[src/rtl/adc_pkg.sv]
// ---------------------------------------------------------------------------
// adc_pkg
//   Shared definitions for the 8-channel, 12-bit SPI ADC front end.
//   Used by the frame scheduler, the SPI engine and downstream consumers.
//
//   Contents:
//     ADC_DATA_W / ADC_ADDR_W / ADC_NUM_CH  - sample width, channel address
//                                            width, channel count
//     sched_state_t                        - frame scheduler state encoding
//     lowest_set_bit()                     - index of lowest set mask bit
// ---------------------------------------------------------------------------
package adc_pkg;

  localparam int ADC_DATA_W = 12;
  localparam int ADC_ADDR_W = 3;
  localparam int ADC_NUM_CH = 8;

  typedef enum logic [2:0] {
    IDLE,
    SCAN,
    START,
    WAIT,
    OUT
  } sched_state_t;

  // Returns the index of the lowest set bit of mask (0 when mask is empty).
  // Scanning from the top down lets the lowest hit win the last assignment.
  function automatic logic [ADC_ADDR_W-1:0] lowest_set_bit(
    input logic [ADC_NUM_CH-1:0] mask
  );
    logic [ADC_ADDR_W-1:0] idx;
    idx = '0;
    for (int i = ADC_NUM_CH - 1; i >= 0; i--) begin
      if (mask[i]) begin
        idx = ADC_ADDR_W'(i);
      end
    end
    return idx;
  endfunction

endpackage : adc_pkg

[src/rtl/sample_tick_gen.sv]
// ---------------------------------------------------------------------------
// sample_tick_gen
//   Free-running sample-period divider. The count runs 0..DIV-1 and wraps;
//   tick is high during the cycle in which the count equals DIV-1.
//
//   Ports:
//     clk      in   system clock
//     reset_n  in   synchronous active-low reset (count returns to 0)
//     tick     out  one cycle high per DIV cycles, decoded from the count
// ---------------------------------------------------------------------------
module sample_tick_gen #(
  parameter int DIV = 1042
) (
  input  logic clk,
  input  logic reset_n,
  output logic tick
);

  localparam int              CNT_W = (DIV > 1) ? $clog2(DIV) : 1;
  localparam logic [CNT_W-1:0] LAST = CNT_W'(DIV - 1);

  logic [CNT_W-1:0] count_q;
  logic [CNT_W-1:0] count_d;

  always_comb begin
    count_d = count_q + CNT_W'(1);
    if (count_q == LAST) begin
      count_d = '0;
    end
  end

  always_ff @(posedge clk) begin
    if (!reset_n) begin
      count_q <= '0;
    end else begin
      count_q <= count_d;
    end
  end

  assign tick = (count_q == LAST);

endmodule : sample_tick_gen

[src/rtl/adc_scheduler.sv]
// ---------------------------------------------------------------------------
// adc_scheduler
//   Once per sample period, walks the enabled ADC channels in ascending
//   order: starts one SPI conversion per channel, waits for the result (or
//   gives up after TIMEOUT cycles) and hands the tagged sample downstream
//   over a valid/ready handshake.
//
//   Parameters:
//     DIV      clk cycles per sample period (>= 64)
//     TIMEOUT  max cycles waited for spi_done (1..255)
//
//   Ports:
//     clk          in   system clock
//     reset_n      in   synchronous active-low reset
//     ch_enable    in   channel mask, sampled at frame start only
//     spi_start    out  one-cycle pulse: begin conversion of spi_addr
//     spi_addr     out  channel being converted
//     spi_done     in   one-cycle pulse: spi_data valid
//     spi_data     in   conversion result
//     smp_valid    out  sample available
//     smp_ready    in   downstream accepts
//     smp_data     out  sample value
//     smp_ch       out  channel of smp_data
//     smp_last     out  last enabled channel of the frame
//     overrun      out  one-cycle pulse: tick arrived mid-frame (tick dropped)
//     timeout_err  out  one-cycle pulse: conversion abandoned
//
//   Every output is a flop or a decode of the state flop; nothing from
//   smp_ready or spi_done reaches an output combinationally.
// ---------------------------------------------------------------------------
module adc_scheduler
  import adc_pkg::*;
#(
  parameter int DIV     = 1042,
  parameter int TIMEOUT = 255
) (
  input  logic                  clk,
  input  logic                  reset_n,
  input  logic [ADC_NUM_CH-1:0] ch_enable,
  output logic                  spi_start,
  output logic [ADC_ADDR_W-1:0] spi_addr,
  input  logic                  spi_done,
  input  logic [ADC_DATA_W-1:0] spi_data,
  output logic                  smp_valid,
  input  logic                  smp_ready,
  output logic [ADC_DATA_W-1:0] smp_data,
  output logic [ADC_ADDR_W-1:0] smp_ch,
  output logic                  smp_last,
  output logic                  overrun,
  output logic                  timeout_err
);

  // The wait counter is 0 in the first WAIT cycle, so giving up when it
  // holds TIMEOUT-1 puts timeout_err (a flop) exactly TIMEOUT+1 cycles
  // after the spi_start cycle.
  localparam logic [7:0] WAIT_LAST = 8'(TIMEOUT - 1);

  logic tick;

  sample_tick_gen #(
    .DIV (DIV)
  ) u_tick (
    .clk     (clk),
    .reset_n (reset_n),
    .tick    (tick)
  );

  sched_state_t            state_q,       state_d;
  logic [ADC_NUM_CH-1:0]   rem_mask_q,    rem_mask_d;
  logic [ADC_ADDR_W-1:0]   ch_q,          ch_d;
  logic [7:0]              wait_cnt_q,    wait_cnt_d;
  logic [ADC_DATA_W-1:0]   smp_data_q,    smp_data_d;
  logic [ADC_ADDR_W-1:0]   smp_ch_q,      smp_ch_d;
  logic                    smp_last_q,    smp_last_d;
  logic                    overrun_q,     overrun_d;
  logic                    timeout_err_q, timeout_err_d;

  always_comb begin
    state_d       = state_q;
    rem_mask_d    = rem_mask_q;
    ch_d          = ch_q;
    wait_cnt_d    = wait_cnt_q;
    smp_data_d    = smp_data_q;
    smp_ch_d      = smp_ch_q;
    smp_last_d    = smp_last_q;
    timeout_err_d = 1'b0;
    // Any tick outside IDLE is dropped and flagged; the running frame
    // carries on untouched.
    overrun_d     = tick && (state_q != IDLE);

    case (state_q)
      IDLE: begin
        if (tick && (ch_enable != '0)) begin
          rem_mask_d = ch_enable;
          state_d    = SCAN;
        end
      end

      SCAN: begin
        if (rem_mask_q == '0) begin
          state_d = IDLE;
        end else begin
          ch_d       = lowest_set_bit(rem_mask_q);
          // x & (x-1) clears the lowest set bit: the channel just picked.
          rem_mask_d = rem_mask_q & (rem_mask_q - ADC_NUM_CH'(1));
          state_d    = START;
        end
      end

      START: begin
        wait_cnt_d = '0;
        state_d    = WAIT;
      end

      WAIT: begin
        if (spi_done) begin
          smp_data_d = spi_data;
          smp_ch_d   = ch_q;
          smp_last_d = (rem_mask_q == '0);
          state_d    = OUT;
        end else if (wait_cnt_q == WAIT_LAST) begin
          timeout_err_d = 1'b1;
          state_d       = SCAN;
        end else begin
          wait_cnt_d = wait_cnt_q + 8'd1;
        end
      end

      OUT: begin
        if (smp_ready) begin
          state_d = SCAN;
        end
      end

      default: begin
        state_d = IDLE;
      end
    endcase
  end

  always_ff @(posedge clk) begin
    if (!reset_n) begin
      state_q       <= IDLE;
      rem_mask_q    <= '0;
      ch_q          <= '0;
      wait_cnt_q    <= '0;
      smp_data_q    <= '0;
      smp_ch_q      <= '0;
      smp_last_q    <= 1'b0;
      overrun_q     <= 1'b0;
      timeout_err_q <= 1'b0;
    end else begin
      state_q       <= state_d;
      rem_mask_q    <= rem_mask_d;
      ch_q          <= ch_d;
      wait_cnt_q    <= wait_cnt_d;
      smp_data_q    <= smp_data_d;
      smp_ch_q      <= smp_ch_d;
      smp_last_q    <= smp_last_d;
      overrun_q     <= overrun_d;
      timeout_err_q <= timeout_err_d;
    end
  end

  // ch_q only changes in SCAN, so spi_addr holds from spi_start until the
  // conversion completes or is abandoned.
  assign spi_start   = (state_q == START);
  assign spi_addr    = ch_q;
  assign smp_valid   = (state_q == OUT);
  assign smp_data    = smp_data_q;
  assign smp_ch      = smp_ch_q;
  assign smp_last    = smp_last_q;
  assign overrun     = overrun_q;
  assign timeout_err = timeout_err_q;

endmodule : adc_scheduler

[config.mk]
export PLATFORM = sky130hd
export DESIGN_NAME = adc_scheduler
export DESIGN_NICKNAME = d
export VERILOG_FILES = /design/src/rtl/adc_pkg.sv /design/src/rtl/sample_tick_gen.sv /design/src/rtl/adc_scheduler.sv
export SDC_FILE = /design/constraint.sdc
export NUM_CORES = 1
export LEC_CHECK = 0
export ABC_CLOCK_PERIOD_IN_PS = 2280
export BUFFER_PORTS_ARGS = -buffer_cell sky130_fd_sc_hd__buf_2
export CORE_MARGIN = 2
export CORE_UTILIZATION = 50
export DETAILED_ROUTE_END_ITERATION = 10
export PLACE_DENSITY = 0.79
export SETUP_SLACK_MARGIN = 0.4
export SLEW_MARGIN = 20
export SYNTH_ARGS = -nofsm -noshare
export SYNTH_HDL_FRONTEND = slang
export SYNTH_SLANG_ARGS = --single-unit
[constraint.sdc]
create_clock -name clk -period 2.28 [get_ports clk]
set_clock_uncertainty 0.15 [all_clocks]
set_input_delay 0.228 -clock clk [delete_from_list [all_inputs] [get_ports clk]]
set_output_delay 0.228 -clock clk [all_outputs]
set_load 0.02 [all_outputs]
Word-level counts from Yosys, hierarchy flattened
Cells that the tools add are included.
{"block": "totals", "output_inout_bits": 23, "wordCells": 65, "regBits": 51, "inputBits": 24}
{"block": "op_classes", "bitwise": 4, "n_eq_ne": 12, "n_reduce_logical": 15, "n_addsub": 3, "mux": 21}
{"operator": "$mux W3", "count": 12}
{"operator": "$mux W8", "count": 4}
{"operator": "$pmux W8 S2", "count": 2}
{"operator": "$pmux W3 S5", "count": 1}
{"operator": "$add A11 B1 Y11 const B", "count": 1}
{"operator": "$eq A11 B11 Y1 const B", "count": 1}
{"operator": "$reduce_and A3 Y1", "count": 3}
{"operator": "$add A8 B1 Y8 const B", "count": 1}
{"operator": "$and A8 B8 Y8", "count": 1}
{"operator": "$eq A8 B8 Y1 const B", "count": 1}
{"operator": "$logic_not A8 Y1", "count": 1}
{"operator": "$ne A2 B2 Y1 const B", "count": 4}
{"operator": "$reduce_bool A8 Y1", "count": 1}
{"operator": "$sub A8 B1 Y8 const B", "count": 1}
{"operator": "$eq A3 B2 Y1 const B", "count": 2}
{"operator": "$reduce_and A2 Y1", "count": 2}
{"operator": "$reduce_bool A2 Y1", "count": 2}
{"operator": "$eq A3 B1 Y1 const B", "count": 1}
{"operator": "$eq A3 B3 Y1 const B", "count": 1}
{"operator": "$logic_not A3 Y1", "count": 1}
{"operator": "$ne A3 B3 Y1 const B", "count": 1}
{"operator": "$not A1 Y1", "count": 3}
{"operator": "$reduce_bool A3 Y1", "count": 1}
{"operator": "$reduce_or A3 Y1", "count": 1}
{"operator": "other kinds (5)", "count": 6}

Logic depth before layout (Yosys ltp)
{"block": "logic_depth", "ltp_word": 8, "depth_mapped": 7, "ltp_nobuf": 7}

Cells and area by module
Synthesis repeated with hierarchy kept, for this count alone.
{"block": "hier_totals", "hier_cells": 272, "area_unflattened_um2": 2297.2}
{"mod": "adc_scheduler", "seq_area_each_um2": 800.8, "instances": 1, "area_per_inst_um2": 1779.2, "cells_per_inst": 215}
{"mod": "sample_tick_gen", "seq_area_each_um2": 220.2, "instances": 1, "area_per_inst_um2": 518.0, "cells_per_inst": 57}

Least setup slack after synthesis
Ideal clock, no wire load.
{"block": "synth_timing", "kind": "register to register", "startpoint": "reg wait_cnt_q[0]", "endpoint": "reg wait_cnt_q[7]", "setup_slack_ns": 0.442, "required_ns": 1.994, "arrival_ns": 1.552, "path_stages_with_launch": 8, "path_buffers": 0, "path_cell_list": "dfxtp_1 -> inv_1 -> ha_1 -> and4_1 -> a2111oi_2 -> nand3_1 -> xor2_1 -> nor2_1"}
{"block": "synth_via", "elab_chain_cells": 4}
{"item": "from (decl)", "line": "adc_scheduler.sv:71", "rtl": "logic [7:0] wait_cnt_q, wait_cnt_d;"}
{"item": "from (signal assigned)", "line": "adc_scheduler.sv:156", "rtl": "wait_cnt_q <= wait_cnt_d;"}
{"item": "$add A8 B1 Y8", "line": "adc_scheduler.sv:125", "rtl": "wait_cnt_d = wait_cnt_q + 8'd1;"}
{"item": "$mux W8", "line": "adc_scheduler.sv:121", "rtl": "end else if (wait_cnt_q == WAIT_LAST) begin"}
{"item": "$mux W8", "line": "adc_scheduler.sv:116", "rtl": "if (spi_done) begin"}
{"item": "$pmux W8 S2", "line": "adc_scheduler.sv:91", "rtl": "case (state_q)"}
Several ways; a longest one is shown, not always the timed one. The select of a mux whose other input is x is not followed.
A chain may end at the register's enable or synchronous reset.

Worst setup path in the final report
{"block": "layout_timing", "startpoint": "reg wait_cnt_q[0]", "endpoint": "reg wait_cnt_q[6]"}
The elaborated chain is that of the path after synthesis.

==> qor.txt <==
vias in the first global route = 1,905
endpoints failing setup = 0
hold path start = spi_data[10]
P_leak = 1.07 nW
Cell variety after synth = 39
CP Launch Type = register
Sink Count = 51
Avg Cell Area, Syn = 8.17 sq um
Buffers on Ports = 46
Peak supply drop = 0.514 mV
first-pass GRT wire length = 8420 microns
synthesized netlist cell count = 274
ant diodes = 0
PD cells = 588 nW/um^2
vias per cell = 5.55
CORE AREA = 4320 sq um
Design Power = 1.61 mW
post-synthesis sequential area ratio = 45.6%
die area = 5030 sq um
Setup CP Type = register to register
multi-input logic area = 1180 sq um
Area Overhead vs Synth = 22.3%
Hold WC Path Type = input port to register
first-pass iteration count of the detailed router = 4
syn_nets = 302
r2r endpoint = wait_cnt_q[6]$_SDFFE_PN0P_
DP HPWL = 3260 microns
gpl congestion = 0.934
Initial Util = 51.8%
CTS tree = built
num ports = 47
H-Tree Depth = 2
total CTS buffers = 5
Data arrival, critical path = 1930 ps
Worst Hold Endpoint = smp_data[10]$_SDFFE_PN0N_
Routed WL = 5090 microns
DIE WIDTH = 70.9 microns
RR Startpoint = wait_cnt_q[0]$_SDFFE_PN0P_
drt wl/cell = 13.4 microns
flops & latches, synth = 51
Max Cap Viol = 0
initial antenna violation count = 0
clk_lat worst skew = 300 ps
Cell Area, Synth = 2240 sq um
worst slew pin tran = 549 ps
crit-path cells = inv_1 > ha_2 > and4_4 > nand2b_4 > nand4_1 > or3_1 > a21oi_1
Reg area = 1030 sq um
FILL cells = 394
Synthesis Warnings = 0
crit path time final = 1840 ps
Worst R2R Setup Slack = 440 ps
GRT Util Overall = 20.7%
Clock transition at path regs = 90 ps
r2r worst-path depth = 7
Post-synth EDFFs = 0
Bufs and invs on worst path = 1
total number of vias = 2,113
fmax = 543 MHz
Setup TNS Final = 0 ps
family with the most delay on the worst path = simple AND/OR/NAND/NOR gates
Critical-path top delay cell = or3_1
Slew headroom = 63.3%
Crit. End Element = register
ratio of cells with drive above 1 in the final layout = 22.2%
Required @ worst endpoint = 2370 ps
Die Y = 70.9 microns
DRC Markers = 0
largest net degree at the start of global routing = 29
drt first-iter violations = 113
Longest Clk Path Bufs = 2
ANT nets after route = 0
row count = 24
clock root buffer = clkbuf_8
delay of the slowest critical-path stage = 400 ps
# nets final = 356
Final period util = 80.8%
worst-path fanout max = 5
Slew Limit Fails = 0
status = finished, final reports clean
RSZ-0062 raised after global routing = true
grt total ovfl = 0
ys flop type = dfxtp_1
final hold violation count = 0
Async SR Flop Fraction = 0%
hold path depth = 3
## worst min-delay path, stage by stage
cell,delay (ps)
buf_2,90
nand2_1,50
a21oi_1,50
## cells in the mapped netlist (all sizes together) (5+ instances only)
master,number,area [sq um]
nand2b,5,31.3
a21oi,32,160
nand2,53,199
clkbuf,7,26.3
xor2,9,78.8
o21ai,11,66.3
nor2,24,90.1
nor3,7,35.0
dfxtp,51,1020
nand3,15,75.1
inv,5,18.8
nand4,6,37.5
or3,5,31.3
## repair_timing
item,CTS,global route
gates resized for setup,2,9
endpoints found under the setup margin,3,29
setup buffers,1,2
pin swaps,1,5
endpoints found under the hold margin,6,0
hold buffers,6,0
## layer usage
layer	share of wire [%]	GRT usage (%)	vias up
met5	0	0	-
met1	43	25.0	970
li1	-	-	1072
met2	51	35.7	64
met3	4.5	4.70	7
met4	1.4	8.18	0
## per-stage QoR
stage | hold slack, ps | utilization (%) | instance area [sq um] | std cells | setup WS (ps)
CTS | 3.04 | 62.4 | 2700 | 379 | 416
finish | 2.54 | 63.4 | 2740 | 381 | 437
floorplan | 157 | - | 2240 | 274 | 442
global placement | 289 | 57.8 | 2500 | 364 | 416
global route | 5.41 | 63.4 | 2740 | 381 | 353
detailed placement | 294 | 57.8 | 2500 | 364 | 332
## final cells by class
cell class | count | share of cell area [%]
tap | 52 | 2.37
timing repair buffer | 58 | 12.2
clock inverter | 2 | 1.28
multi-input combinational | 207 | 42.9
inverter | 5 | 0.685
clock buffer | 6 | 3.01
sequential | 51 | 37.5
## report_power, final
part	total, mW	switching [mW]	internal [mW]
registers	0.899	0.00539	0.893
logic	0.0607	0.0320	0.0287
clock network	0.651	0.295	0.355
## cell families after synthesis
family / after synthesis / share of synthesized area (%)
DFF: 51 / 45.6
AOI/OAI and AO/OA: 56 / 14.8
muxes: 1 / 0.447
buffers and inverters: 16 / 3.46
xor gates and xnor gates: 11 / 4.30
adders and majority gates: 4 / 2.23
and+or+nand+nor: 135 / 29.2
## worst max path at each step
stage                                       endpoint  slack, ps  cells after the start                         start
after floorplan           wait_cnt_q[7]$_SDFFE_PN0P_        440                      7    wait_cnt_q[0]$_SDFFE_PN0P_
after global placement    wait_cnt_q[7]$_SDFFE_PN0P_        420                      7    wait_cnt_q[0]$_SDFFE_PN0P_
after detailed placement  wait_cnt_q[6]$_SDFFE_PN0P_        330                      7    wait_cnt_q[0]$_SDFFE_PN0P_
after CTS                 rem_mask_q[6]$_SDFFE_PN0P_        420                      5    rem_mask_q[0]$_SDFFE_PN0P_
after global routing      rem_mask_q[0]$_SDFFE_PN0P_        350                      5  u_tick.count_q[5]$_SDFF_PP0_
final                     wait_cnt_q[6]$_SDFFE_PN0P_        440                      7    wait_cnt_q[0]$_SDFFE_PN0P_
## registers in the layout, indices dropped and copies added (netlist names), 3 cells and up
name and flops:
u_tick.count_q 11, spi_addr 3, rem_mask_q 8, state_q 3, smp_ch 3, wait_cnt_q 8, smp_data 12
## placed cells by master (no fill, tap or decap), types with 2 or more instances in the layout
cell type      count
buf_4              6
o211ai_1           2
and2_1             3
buf_2             46
o21ai_0            9
nand3_1           14
or3_1              5
xor2_1             9
a21oi_1           32
ha_1               3
nand2_1           53
dfxtp_2            2
inv_1              4
clkbuf_8           6
xnor2_1            2
dfxtp_1           48
and4_1             2
nor4_1             4
a31oi_1            4
nand4_1            6
nor2_1            24
nand2b_1           4
and3_1             3
nor3_1             7
dlygate4sd3_1      6
No activity file was read; power rests on OpenSTA's default activity.
